File: src/rtl/sd_drive_arbiter_pkg.sv
// Shared types and sizing helpers for the SD sector-channel arbiter.
// Imported by the round-robin arbiter and the top-level FSM.
package sd_drive_arbiter_pkg;

  typedef enum logic [1:0] {
    ST_IDLE  = 2'd0,
    ST_ISSUE = 2'd1,
    ST_XFER  = 2'd2,
    ST_DONE  = 2'd3
  } state_e;

  // Width of a counter that must reach `cycles` (at least one bit).
  function automatic int cnt_width(input longint cycles);
    int w;
    w = $clog2(cycles + 1);
    return (w < 1) ? 1 : w;
  endfunction

  // Width of a drive index for `n` drives (at least one bit).
  function automatic int idx_width(input int n);
    return (n > 1) ? $clog2(n) : 1;
  endfunction

endpackage

File: src/rtl/sd_drive_arbiter_rr_arbiter.sv
// Combinational rotate-priority arbiter: picks the first requester after
// index `last`, wrapping, so the most recent winner has the lowest priority.
module rr_arbiter
  import sd_drive_arbiter_pkg::*;
#(
  parameter int N = 2,
  localparam int IW = idx_width(N)
) (
  input  logic [N-1:0]  req,
  input  logic [IW-1:0] last,
  output logic [IW-1:0] gnt_idx,
  output logic          gnt_valid
);

  logic [IW-1:0] cand;

  // Scan from the farthest candidate to the nearest; the nearest hit wins.
  always_comb begin
    gnt_idx   = '0;
    gnt_valid = 1'b0;
    cand      = '0;
    for (int k = N; k >= 1; k--) begin
      cand = IW'((int'(last) + k) % N);
      if (req[cand]) begin
        gnt_idx   = cand;
        gnt_valid = 1'b1;
      end
    end
  end

endmodule

File: src/rtl/sd_drive_arbiter.sv
// Shares one hps_io SD sector channel among NUM_DRIVES floppy controllers:
// round-robin grant, one transfer in flight, buffer routing, abort on remount/timeout.
module sd_drive_arbiter
  import sd_drive_arbiter_pkg::*;
#(
  parameter int          NUM_DRIVES  = 2,
  parameter int          LBA_W       = 32,
  parameter int          BUF_AW      = 9,
  parameter int unsigned TIMEOUT_CYC = 32'd1 << 24
) (
  input  logic                        clk_sys,
  input  logic                        reset,
  input  logic [NUM_DRIVES*LBA_W-1:0] drv_lba,
  input  logic [NUM_DRIVES-1:0]       drv_rd,
  input  logic [NUM_DRIVES-1:0]       drv_wr,
  output logic [NUM_DRIVES-1:0]       drv_done,
  output logic [NUM_DRIVES-1:0]       drv_err,
  output logic [BUF_AW-1:0]           drv_buff_addr,
  output logic [7:0]                  drv_buff_dout,
  output logic [NUM_DRIVES-1:0]       drv_buff_wr,
  input  logic [NUM_DRIVES*8-1:0]     drv_buff_din,
  input  logic [NUM_DRIVES-1:0]       img_mounted,
  output logic [LBA_W-1:0]            sd_lba,
  output logic [NUM_DRIVES-1:0]       sd_rd,
  output logic [NUM_DRIVES-1:0]       sd_wr,
  input  logic                        sd_ack,
  input  logic [BUF_AW-1:0]           sd_buff_addr,
  input  logic [7:0]                  sd_buff_dout,
  input  logic                        sd_buff_wr,
  output logic [7:0]                  sd_buff_din,
  output logic                        busy,
  output state_e                      dbg_state
);

  localparam int GW = idx_width(NUM_DRIVES);
  localparam int CW = cnt_width(longint'(TIMEOUT_CYC));
  localparam logic [CW-1:0] CNT_LAST = (TIMEOUT_CYC == 0) ? '0 : CW'(TIMEOUT_CYC - 1);

  // Handshake: a drive raises drv_rd/drv_wr and holds it until its one-cycle
  // drv_done pulse; the HPS answers sd_rd/sd_wr with an sd_ack high window.
  state_e                  state;
  logic [GW-1:0]           g;
  logic [GW-1:0]           last;
  logic [CW-1:0]           cnt;
  logic                    ack_q;

  logic [NUM_DRIVES-1:0]   req;
  logic [GW-1:0]           gnt_idx;
  logic                    gnt_valid;
  logic [NUM_DRIVES-1:0]   gnt_onehot;
  logic [NUM_DRIVES-1:0]   g_onehot;
  logic                    ack_rise;
  logic                    ack_fall;
  logic                    timeout_hit;

  assign req         = drv_rd | drv_wr;
  assign gnt_onehot  = NUM_DRIVES'(1) << gnt_idx;
  assign g_onehot    = NUM_DRIVES'(1) << g;
  assign ack_rise    = sd_ack & ~ack_q;
  assign ack_fall    = ~sd_ack & ack_q;
  assign timeout_hit = (TIMEOUT_CYC != 0) && (cnt == CNT_LAST);

  rr_arbiter #(.N(NUM_DRIVES)) u_rr (
    .req       (req),
    .last      (last),
    .gnt_idx   (gnt_idx),
    .gnt_valid (gnt_valid)
  );

  always_ff @(posedge clk_sys or posedge reset) begin
    if (reset) begin
      state    <= ST_IDLE;
      g        <= '0;
      last     <= GW'(NUM_DRIVES - 1);
      cnt      <= '0;
      ack_q    <= 1'b0;
      sd_lba   <= '0;
      sd_rd    <= '0;
      sd_wr    <= '0;
      drv_done <= '0;
      drv_err  <= '0;
    end else begin
      ack_q    <= sd_ack;
      drv_done <= '0;
      drv_err  <= '0;
      case (state)
        ST_IDLE: begin
          if (gnt_valid) begin
            g      <= gnt_idx;
            last   <= gnt_idx;
            sd_lba <= drv_lba[gnt_idx*LBA_W +: LBA_W];
            cnt    <= '0;
            // Read takes precedence when a drive raises both levels.
            if (drv_rd[gnt_idx]) sd_rd <= gnt_onehot;
            else                 sd_wr <= gnt_onehot;
            state  <= ST_ISSUE;
          end
        end
        ST_ISSUE: begin
          cnt <= cnt + 1'b1;
          if (ack_rise) begin
            sd_rd <= '0;
            sd_wr <= '0;
            state <= ST_XFER;
          end else if (img_mounted[g] || timeout_hit) begin
            sd_rd    <= '0;
            sd_wr    <= '0;
            drv_done <= g_onehot;
            drv_err  <= g_onehot;
            state    <= ST_DONE;
          end
        end
        ST_XFER: begin
          if (ack_fall) begin
            drv_done <= g_onehot;
            state    <= ST_DONE;
          end
        end
        ST_DONE: begin
          cnt   <= '0;
          state <= ST_IDLE;
        end
        default: state <= ST_IDLE;
      endcase
    end
  end

  // Buffer routing is combinational so the HPS byte stream sees no added latency.
  assign drv_buff_addr = sd_buff_addr;
  assign drv_buff_dout = sd_buff_dout;
  assign drv_buff_wr   = (state == ST_XFER && sd_buff_wr && sd_ack) ? g_onehot : '0;
  assign sd_buff_din   = (state == ST_XFER) ? drv_buff_din[g*8 +: 8] : 8'h00;
  assign busy          = (state != ST_IDLE);
  assign dbg_state     = state;

endmodule

File: config.mk
export PLATFORM = sky130hd
export DESIGN_NAME = sd_drive_arbiter
export DESIGN_NICKNAME = d
export VERILOG_FILES = /design/src/rtl/sd_drive_arbiter_pkg.sv /design/src/rtl/sd_drive_arbiter_rr_arbiter.sv /design/src/rtl/sd_drive_arbiter.sv
export SDC_FILE = /design/constraint.sdc
export NUM_CORES = 1
export LEC_CHECK = 0
export CAP_MARGIN = 0
export CORE_MARGIN = 2
export CORE_UTILIZATION = 40
export CTS_CLUSTER_SIZE = 24
export DETAILED_ROUTE_END_ITERATION = 12
export PLACE_DENSITY_LB_ADDON = 0.25
export SLEW_MARGIN = 10
export SYNTH_ARGS = -nofsm -noshare
export SYNTH_HDL_FRONTEND = slang
export SYNTH_SLANG_ARGS = --single-unit
export TNS_END_PERCENT = 10
File: constraint.sdc
create_clock -name clk_sys -period 4.4 [get_ports clk_sys]
set_input_delay 1.32 -clock clk_sys [delete_from_list [all_inputs] [get_ports clk_sys]]
set_output_delay 1.32 -clock clk_sys [all_outputs]
set_load 0.05 [all_outputs]
* Yosys cells after proc, flatten, opt, wreduce, memory -nomap -nowiden *
Index checks and enable logic that the tools add are counted.

operators by class
  add/sub/neg operators = 3
  bitwise gates (word level) = 5
  magnitude comparators = 4
  equal/unequal tests = 9
  shifts and indexed selects = 4
  muxes and demuxes = 34
  reductions and logical operators = 12

operators with widths
  operator               number
  $pmux 25 s3            1
  $shiftx 64x7->32       1
  $mux 2                 15
  $add 25x1->25 const B  1
  $eq 25x24->1 const B   1
  $mux 25                1
  $shiftx 16x5->8        1
  $mux 1                 12
  $pmux 2 s2             3
  $lt 1x2->1 const B     4
  $mux 8                 1
  $ne 2x2->1 const B     4
  $pmux 2 s4             1
  $reduce_and 4->1       2
  $eq 2x2->1 const B     2
  $reduce_and 2->1       2
  $reduce_bool 2->1      2
  $shl 1x1->2 const A    2
  $ne 3x3->1 const B     1
  $reduce_and 3->1       1
  $reduce_bool 3->1      1
  $add 1x1->1 const B    2
  $and 1x1->1            2
  $eq 2x1->1 const B     1
  5 further kinds        7

storage, ports and cells
  flip-flop bits (word level) = 70
  input bits = 107
  logic and storage cells = 81
  output and inout port bits = 70

* Longest topological paths before layout *
Gate-level depths: netlist of the first run.

  depth in word-level cells = 10
  gate-level depth with buffers = 9

* Cells and area by module *
A second synthesis of the first run with hierarchy kept.

second synthesis, totals
  cells, all modules = 398
  area total of the unflattened synthesis = 3,778.6 µm²

modules (own cells, without submodules)
  module            times used  cells an instance  sequential area each (µm²)  area each (µm²)
  sd_drive_arbiter  1           396                1,752.9                     3,764.9
  rr_arbiter        1           2                  0.0                         13.8

* Worst setup path before layout of the first run *
No wires, ideal clock.

  path type = input to output
  from = input port drv_buff_din[10]
  to = output port sd_buff_din[2]
  arrival time = 2,085 ps
  stages = 2
  slack = 995 ps
  cells stage by stage = mux2i_1 > nor2b_1

between the ends
  longest elaborated chain between the ends = 2

ends and longest elaborated chain
  element          line                     RTL
  start, declared  sd_drive_arbiter.sv:21   input logic [NUM_DRIVES*8-1:0] drv_buff_din,
  $shiftx 16x5->8  sd_drive_arbiter.sv:132  assign sd_buff_din = (state == ST_XFER) ? drv_buff_din[g*8 +: 8] : 8'h00;
  $mux 8           sd_drive_arbiter.sv:132
  end, declared    sd_drive_arbiter.sv:30   output logic [7:0] sd_buff_din,

No other way between the ends.

* Final worst setup path of the first run *
  from = input port sd_ack
  to = output port drv_buff_wr[0]

between the ends
  longest elaborated chain between the ends = 2

ends and longest elaborated chain
  element            line                     RTL
  start, declared    sd_drive_arbiter.sv:26   input logic sd_ack,
  $logic_and 1x1->1  sd_drive_arbiter.sv:131  assign drv_buff_wr = (state == ST_XFER && sd_buff_wr && sd_ack) ? g_onehot : '0;
  $mux 2             sd_drive_arbiter.sv:131
  end, declared      sd_drive_arbiter.sv:20   output logic [NUM_DRIVES-1:0] drv_buff_wr,

No other way between the ends.

==> results, run 1 <==
- The run finished with clean final reports.
- In this run switching power makes up 47.6% of total power.
- Setup repair after global routing left no endpoint under its margin.
- The antenna cell count is 0.
- In the finished design, the share of the clock period the worst path needs comes to 81.9%.
- The number of gates resized after CTS was 0.
- After synthesis, the share of flip-flops with an asynchronous set or reset is 100%.
- The hold buffer count at cts is 0.
- The final critical path time including I/O delays and setup is 3.60 ns.
- The layout net count is 646.
- The synthesized instance count is 420.
- The analysis attributes to net switching a power of 1.76 mW.
- After the flow finishes, the layout carries non-filler instances totaling 671.
- At the pin with the least slew margin, the transition time is 0.965 ns.
- The first-pass GRT wire length is 16600 um.
- The worst register-to-register path has a depth of 6.
- The cell count after placement is 656.
- The startpoint-to-endpoint class of the critical path is in2out.
- A synthesized cell averages 9.50 um2.
- The synthesized net count is 532.
- Yosys mapped a number of flops with a built-in enable equal to 0.
- The part of the Yosys area used for sequential elements is 43.9%.
- Routability-driven placement finished with a final weighted congestion of 0.780.
- The internal power component is 1.94 mW.
- For this run, the number of Yosys warnings is 0.
- STA puts the critical path data required time at 3.08 ns.
- The final standard cell utilization of the core is 57.4%.
- The growth of design area from synthesis to finish is 40.0%.
- For this design the ratio of total power to cell area is 663 nW/um2.
- The detailed-route via count is 3339.
- In the post-synthesis netlist, the biggest area contributors are sky130_fd_sc_hd__dfrtp_1 (43%), sky130_fd_sc_hd__mux2i_1 (10%), sky130_fd_sc_hd__nand2_1 (5.7%).
- In this run the count of I/O pins placed on the die edge is 177.
- In this run, the number of DRC markers left after iteration 0 of detailed routing was 91.
- Clock-pin slew was measured on the worst setup and hold paths at 0.07 ns.
- The top cell type's share of synthesized area is 43.3%.
- Yosys instantiated no cell more often than sky130_fd_sc_hd__dfrtp_1.
- The number of slew-limit violations in the final report is 0.
- Across the run, the number of max-cap violations was 0.
- The detailed placement HPWL is 7390 um.
- After detailed placement, the total cell area comes to 5350 um2.
- For this design the static power due to leakage is 2.37 nW.
- Across the routed clock network, the largest skew measured is 0.0126 ns.
- The clock group share of total power is 16.9%.
- In this run the vertical extent of the chip is 104 um.
- Measured against its own limit, the worst slew margin works out to 35.4%.
- The highest clock frequency the design can meet is 277 MHz.
- The post-synthesis cell type with the largest combined area is sky130_fd_sc_hd__dfrtp_1.
- The worst voltage drop across the vdd grid is 0.000378 V.
- The post-CTS setup buffer count is 0.
- The die covers 10800 um2.
- The combined area of all synthesized cells is 3990 um2.
- Summed over all failing endpoints, the final setup total negative slack is 0 ns.
- The clock sink count is 70.
- Row generation in the floorplan step produced 36 rows.
- The type of destination of the critical path is an output pin.
- In this run, the combinational gates consume 56.5% of the power.
- Sorting the synthesized cells by how often they occur yields sky130_fd_sc_hd__dfrtp_1 (69), sky130_fd_sc_hd__nand2_1 (61), sky130_fd_sc_hd__mux2i_1 (41), sky130_fd_sc_hd__o21ai_0 (26), sky130_fd_sc_hd__o21ai_1 (25).
- In this run the number of H-tree levels came out at 3.
- The area of all placed cells without fillers is 5590 um2.
- The number of nets with antenna violations after detailed routing is 0.
- For this block, the routed nets add up to 9830 um of wire.
- Among all flip-flop cells after synthesis, the most frequent one is sky130_fd_sc_hd__dfrtp_1.
- The sequential power share is 26.6%.
- The die is 104 um wide.
- The remaining global-route overflow is 0.
- At the worst endpoint, the arrival time is 2.28 ns.
- The synthesized netlist contains 49 unique library cells.
- The final-layout worst hold slack is 0.481 ns.
- The number of register bits inferred by synthesis is 70.
- Once the floorplan was initialized, standard cells occupied 41.0% of the core.
- TritonCTS built the clock tree.
- After detailed routing, the average wire length per cell comes to 14.6 um.
- The number of buffers on the longest clock path is 2.
- Buffers inserted during clock tree synthesis total 9.
- The total of buffers placed on input and output ports is 142.
- The global-route usage over all layers is 18.7%.
- The first detailed-routing pass took 4 iterations.
- The number of setup violations in the final report is 0.
- The type of origin of the critical path is a primary input.
- The worst hold path was traced through 2 stages.
- The total DRC errors in the routed layout is 0.
- The proportion of layout cells with a drive suffix above 1 is 10.4%.
- After detailed routing, the number of vias per cell comes to 4.98.
- The maximum number of pins on one net before global-route repair is 36.
- The peak fanout along the critical path is 5.
- The root buffer cell chosen for the clock tree is sky130_fd_sc_hd__clkbuf_8.
- The via count of the first global-routing pass is 3478.
- The total count of hold-check failures in the final report is 0.
- The class of the tightest hold or removal check is reg2reg.
- After floorplanning, the core was sized to cover 9730 um2.
- The initial antenna violation count was 0.
- The insertion delay to the later sink of the worst-skew pair is 0.35 ns.
==> area by class of cell <==
| type | count | area [um2] |
|---|---|---|
| fillers | 908 | 4140 |
| multi-input cells | 292 | 1930 |
| flip-flops and latches | 70 | 1750 |
| repair buffers | 147 | 1450 |
| well taps | 133 | 166 |
| clock buffers | 9 | 124 |
| clock inverters | 6 | 111 |
| inverters | 14 | 52.6 |
==> metal layers <==
metal  vias up  part of all wire [%]  GRT usage, %
met2       110                    48          31.4
met1      1546                    43          22.6
li1       1666                     -             -
met3        17                   6.7          5.58
met5         -                     0             0
met4         0                   2.2          7.05
==> registers in the layout (all words and copies together) (netlist names) <==
name,cells
sd_lba,32
cnt,25
dbg_state,2
drv_done,2
drv_err,2
sd_rd,2
sd_wr,2
ack_q,1
g,1
last,1
==> kinds of logic after synthesis <==
| family | after synthesis | synth area share, % |
|---|---|---|
| and+or+nand+nor | 152 | 21.3 |
| AOI/OAI and AO/OA | 82 | 12.3 |
| DFF | 70 | 43.9 |
| buffers and inverters | 58 | 7.96 |
| muxes | 41 | 10.3 |
| xor gates and xnor gates | 12 | 2.63 |
| adders and majority gates | 5 | 1.57 |
==> critical path: stages <==
cell and delay [ns]:
sky130_fd_sc_hd__clkdlybuf4s50_1 0.54, sky130_fd_sc_hd__nand3_1 0.11, sky130_fd_sc_hd__nor2_1 0.11, sky130_fd_sc_hd__buf_4 0.21
==> worst paths after layout <==
kind	from	end	slack [ns]
max	sd_ack	drv_buff_wr[0]	0.80
min	sd_lba[13]$_DFFE_PP0P_	sd_lba[13]$_DFFE_PP0P_	0.48
max reg2reg	dbg_state[1]$_DFFE_PP0P_	cnt[20]$_DFFE_PP0P_	2.03
min reg2reg	sd_lba[13]$_DFFE_PP0P_	sd_lba[13]$_DFFE_PP0P_	0.48
max in group asynchronous	reset	last$_DFFE_PP1P_	2.24
min in group asynchronous	reset	sd_lba[5]$_DFFE_PP0P_	1.36
==> placed cells by master (no fill, tap or decap), drive strengths merged, types with 2 or more instances in the layout <==
master	instances
a211o	2
and4	4
nand2b	4
nor2	25
a31oi	2
nor2b	9
nor4	12
dfrtp	69
or2	2
nor3	9
nand4	5
and2	2
nand3	10
or3	3
clkbuf	9
clkinv	2
bufinv	3
a21oi	8
clkdlybuf4s50	132
mux2i	41
buf	15
o31ai	6
o21ai	51
and3	4
nand2	61
xnor2	12
inv	14
ha	5
o2bb2ai	2
a21o	5
==> per-stage QoR <==
stage	setup WS, ns	total power, mW
after floorplan	0.995	2.47
after global placement	0.794	3.07
after detailed placement	0.787	3.10
after CTS	0.789	3.74
after global routing	0.664	3.92
final	0.796	3.70
==> power groups by stage <==
stage	Sequential (mW)	Clock (mW)	Combinational, mW
5_1_grt	1.02	0.662	2.23
3_5_place_dp	1.00	0	2.10
3_3_place_gp	0.990	0	2.08
4_1_cts	0.990	0.636	2.11
2_1_floorplan	1.57	0	0.901
6_report	0.987	0.625	2.09
Note: power is estimated with default switching activity, not from simulation.
==> run 2, diff against run 1 <==
==> constraint.sdc (replaced) <==
create_clock -name clk_sys -period 3.73 [get_ports clk_sys]
set_input_delay 1.119 -clock clk_sys [delete_from_list [all_inputs] [get_ports clk_sys]]
set_output_delay 1.119 -clock clk_sys [all_outputs]
set_load 0.05 [all_outputs]
==> results, run 2 (synthesis gave the netlist of run 1 again) <==
- Data arrives at the worst endpoint at 2.20 ns.
- The power density of the placed cells is 765 nW/um2.
- After clock tree synthesis, the clock-pin slew on the worst setup and hold paths is 0.08 ns.
- The count of pins on the block boundary is 177.
- The number of detailed-route iterations in the first pass is 4.
- The proportion of layout cells with a drive suffix above 1 is 10.6%.
- The clock tree synthesis step divided the H-tree into 3 levels.
- The total DRC errors in the routed layout is 0.
- Leaving out fill and tap cells, the most frequent cells in the layout are sky130_fd_sc_hd__clkdlybuf4s50_1 (132), sky130_fd_sc_hd__dfrtp_1 (69), sky130_fd_sc_hd__nand2_1 (61).
- The detailed placement HPWL is 7200 um.
- The highest clock frequency the design can meet is 301 MHz.
- The routed length per instance is 14.2 um.
- The hold buffer count at cts is 0.
- The total count of hold-check failures in the final report is 0.
- At the end of routability-driven placement, the weighted congestion stood at 0.756.
- The headroom to the max-slew limit is 37.5%.
- At the pin with the least slew margin, the transition time is 0.933 ns.
- In this run, CTS created clock tree buffers numbering 9.
- The flip-flop count of the largest register after layout is 32.
- The core region is 9730 um2.
- Setup repair after global routing left no endpoint under its margin.
- The clock net in this run drives a total of 70 sinks.
- The worst voltage drop across the vdd grid is 0.000455 V.
- The finished layout holds 672 standard cells, fillers aside.
- The post-cts repair resize count is 0.
- The logic depth of the worst register-to-register path is 6.
- Global routing finished with a remaining overflow of 0.
- The initial utilization of the core area, before any placement, comes to 41.0%.
- Across all layers, the routed design uses 3304 vias.
- OpenSTA, run right after detailed placement, puts the worst setup slack at 0.457 ns.
- The initial antenna violation count is 0.
- The number of placed instances, taps included, is 656.
- After routing, the total negative slack on setup checks comes to 0 ns.
- In this run the tool buffered the top-level ports with 142 buffer cells.
- The portion of the clock cycle consumed by the worst path in the final layout is 89.0%.
- In this run the clock root is driven by a sky130_fd_sc_hd__clkbuf_8.
- The number of setup violations in the final report is 0.
- The floorplan step defined a die boundary enclosing 10800 um2.
- The count of max-cap constraint violations is 0.
- The worst setup path is captured at an output pin.
- The maximum number of pins on one net before global-route repair is 67.
- The final critical path time including I/O delays and setup is 3.32 ns.
- The count of standard-cell rows is 36.
- Measured along the x axis, the die boundary spans 104 um.
- The number of buffers on the longest clock path is 2.
- The flow ran to the end, and the final reports show no timing, DRC or antenna violations.
- The number of antenna diodes in the final layout is 0.
- The via count of the first global-routing pass is 3316.
- The type of origin of the critical path is a flop.
- After clock tree synthesis, the setup repair step added 0 buffers.
- The clock tree from TritonCTS is yes.
- Summed over all cells, the static leakage comes to 2.39 nW.
- The required time reported for the critical path endpoint is 2.61 ns.
- The number of nets with antenna violations after detailed routing is 0.
- At the later pin of the worst-skew pair, clock insertion delay measures 0.36 ns.
- Global routing used 18.3% of the available tracks.
- In the final design database the tool counted 646 nets.
- In the final layout, the registers with the most flip-flops are sd_lba x32, cnt x25.
- The initial DRC count is 120.
- More flip-flops sit in one register than any other, and that register is sd_lba.
- The commonest non-fill, non-tap cell in the layout is sky130_fd_sc_hd__clkdlybuf4s50_1.
- The number of slew-limit violations in the final report came to 0.
- The growth of design area from synthesis to finish is 42.5%.
- In this run the worst path has a maximum fanout of 9.
- The die outline height is 104 um.
- Setup slack closes at 0.410 ns.
- The critical path is of the reg2out type.
- After detailed routing, the number of vias per cell comes to 4.92.
- The first global-routing pass estimated 16000 um of wire.
- The class of the tightest hold or removal check is reg2reg.
- For this block, the routed nets add up to 9570 um of wire.
- The maximum clock skew at final layout is 0.00729 ns.
- Counting instances, the worst hold path has a depth of 2.
-- run 2: cell count changes in the layout (fill, tap and decap cells not counted) --
cell	delta
sky130_fd_sc_hd__clkinvlp_4	+1
sky130_fd_sc_hd__clkinv_2	+1
sky130_fd_sc_hd__inv_6	+2
sky130_fd_sc_hd__buf_12	+11
sky130_fd_sc_hd__bufinv_16	-2
sky130_fd_sc_hd__clkinv_4	-1
sky130_fd_sc_hd__buf_4	-11
-- run 2: layout make-up --
cell class	instances	area [um2]
tap	133	166
fill	868	4040
inverter	14	52.6
multi-input combinational	292	1930
clock inverter	7	72.6
clock buffer	9	124
timing repair buffer	147	1580
sequential	70	1750
-- run 2: report_power, final --
| group | switching [mW] | internal [mW] |
|---|---|---|
| sequential | 0.165 | 0.997 |
| clock | 0.313 | 0.311 |
| combinational | 1.64 | 0.925 |
| total | 2.12 | 2.23 |
-- run 2: per-layer routing --
layer / wire length (um) / track usage, % / vias up
met4: 145 / 7.53 / 0
met5: 0 / 0 / -
met3: 680 / 5.01 / 12
met2: 4670 / 30.0 / 111
met1: 4070 / 22.7 / 1516
li1: - / - / 1665
-- run 2: metrics by stage --
| step | instance area [um2] | utilization [%] | power [mW] | hold slack [ns] |
|---|---|---|---|---|
| final | 5690 | 58.4 | 4.35 | 0.488 |
| after global routing | 5690 | 58.4 | 4.59 | 0.515 |
| after detailed placement | 5490 | 56.4 | 3.75 | 0.476 |
| after floorplan | 3990 | - | 2.91 | 0.477 |
| after global placement | 5490 | 56.4 | 3.72 | 0.461 |
| after CTS | 5690 | 58.4 | 4.39 | 0.490 |
-- run 2: path summary, 6_finish.rpt --
check,startpoint,end,slack [ns]
worst min register to register,sd_lba[14]$_DFFE_PP0P_,sd_lba[14]$_DFFE_PP0P_,0.49
worst max register to register,dbg_state[1]$_DFFE_PP0P_,cnt[12]$_DFFE_PP0P_,1.45
min in group asynchronous,reset,sd_lba[3]$_DFFE_PP0P_,1.13
worst max-delay path,dbg_state[1]$_DFFE_PP0P_,busy,0.41
max in group asynchronous,reset,last$_DFFE_PP1P_,1.91
worst min-delay path,sd_lba[14]$_DFFE_PP0P_,sd_lba[14]$_DFFE_PP0P_,0.49
-- run 2: critical path: stages (launching register included) --
cell,delay (ns)
sky130_fd_sc_hd__dfrtp_1,0.42
sky130_fd_sc_hd__inv_1,0.10
sky130_fd_sc_hd__ha_1,0.30
sky130_fd_sc_hd__inv_1,0.18
sky130_fd_sc_hd__clkdlybuf4s50_1,0.84
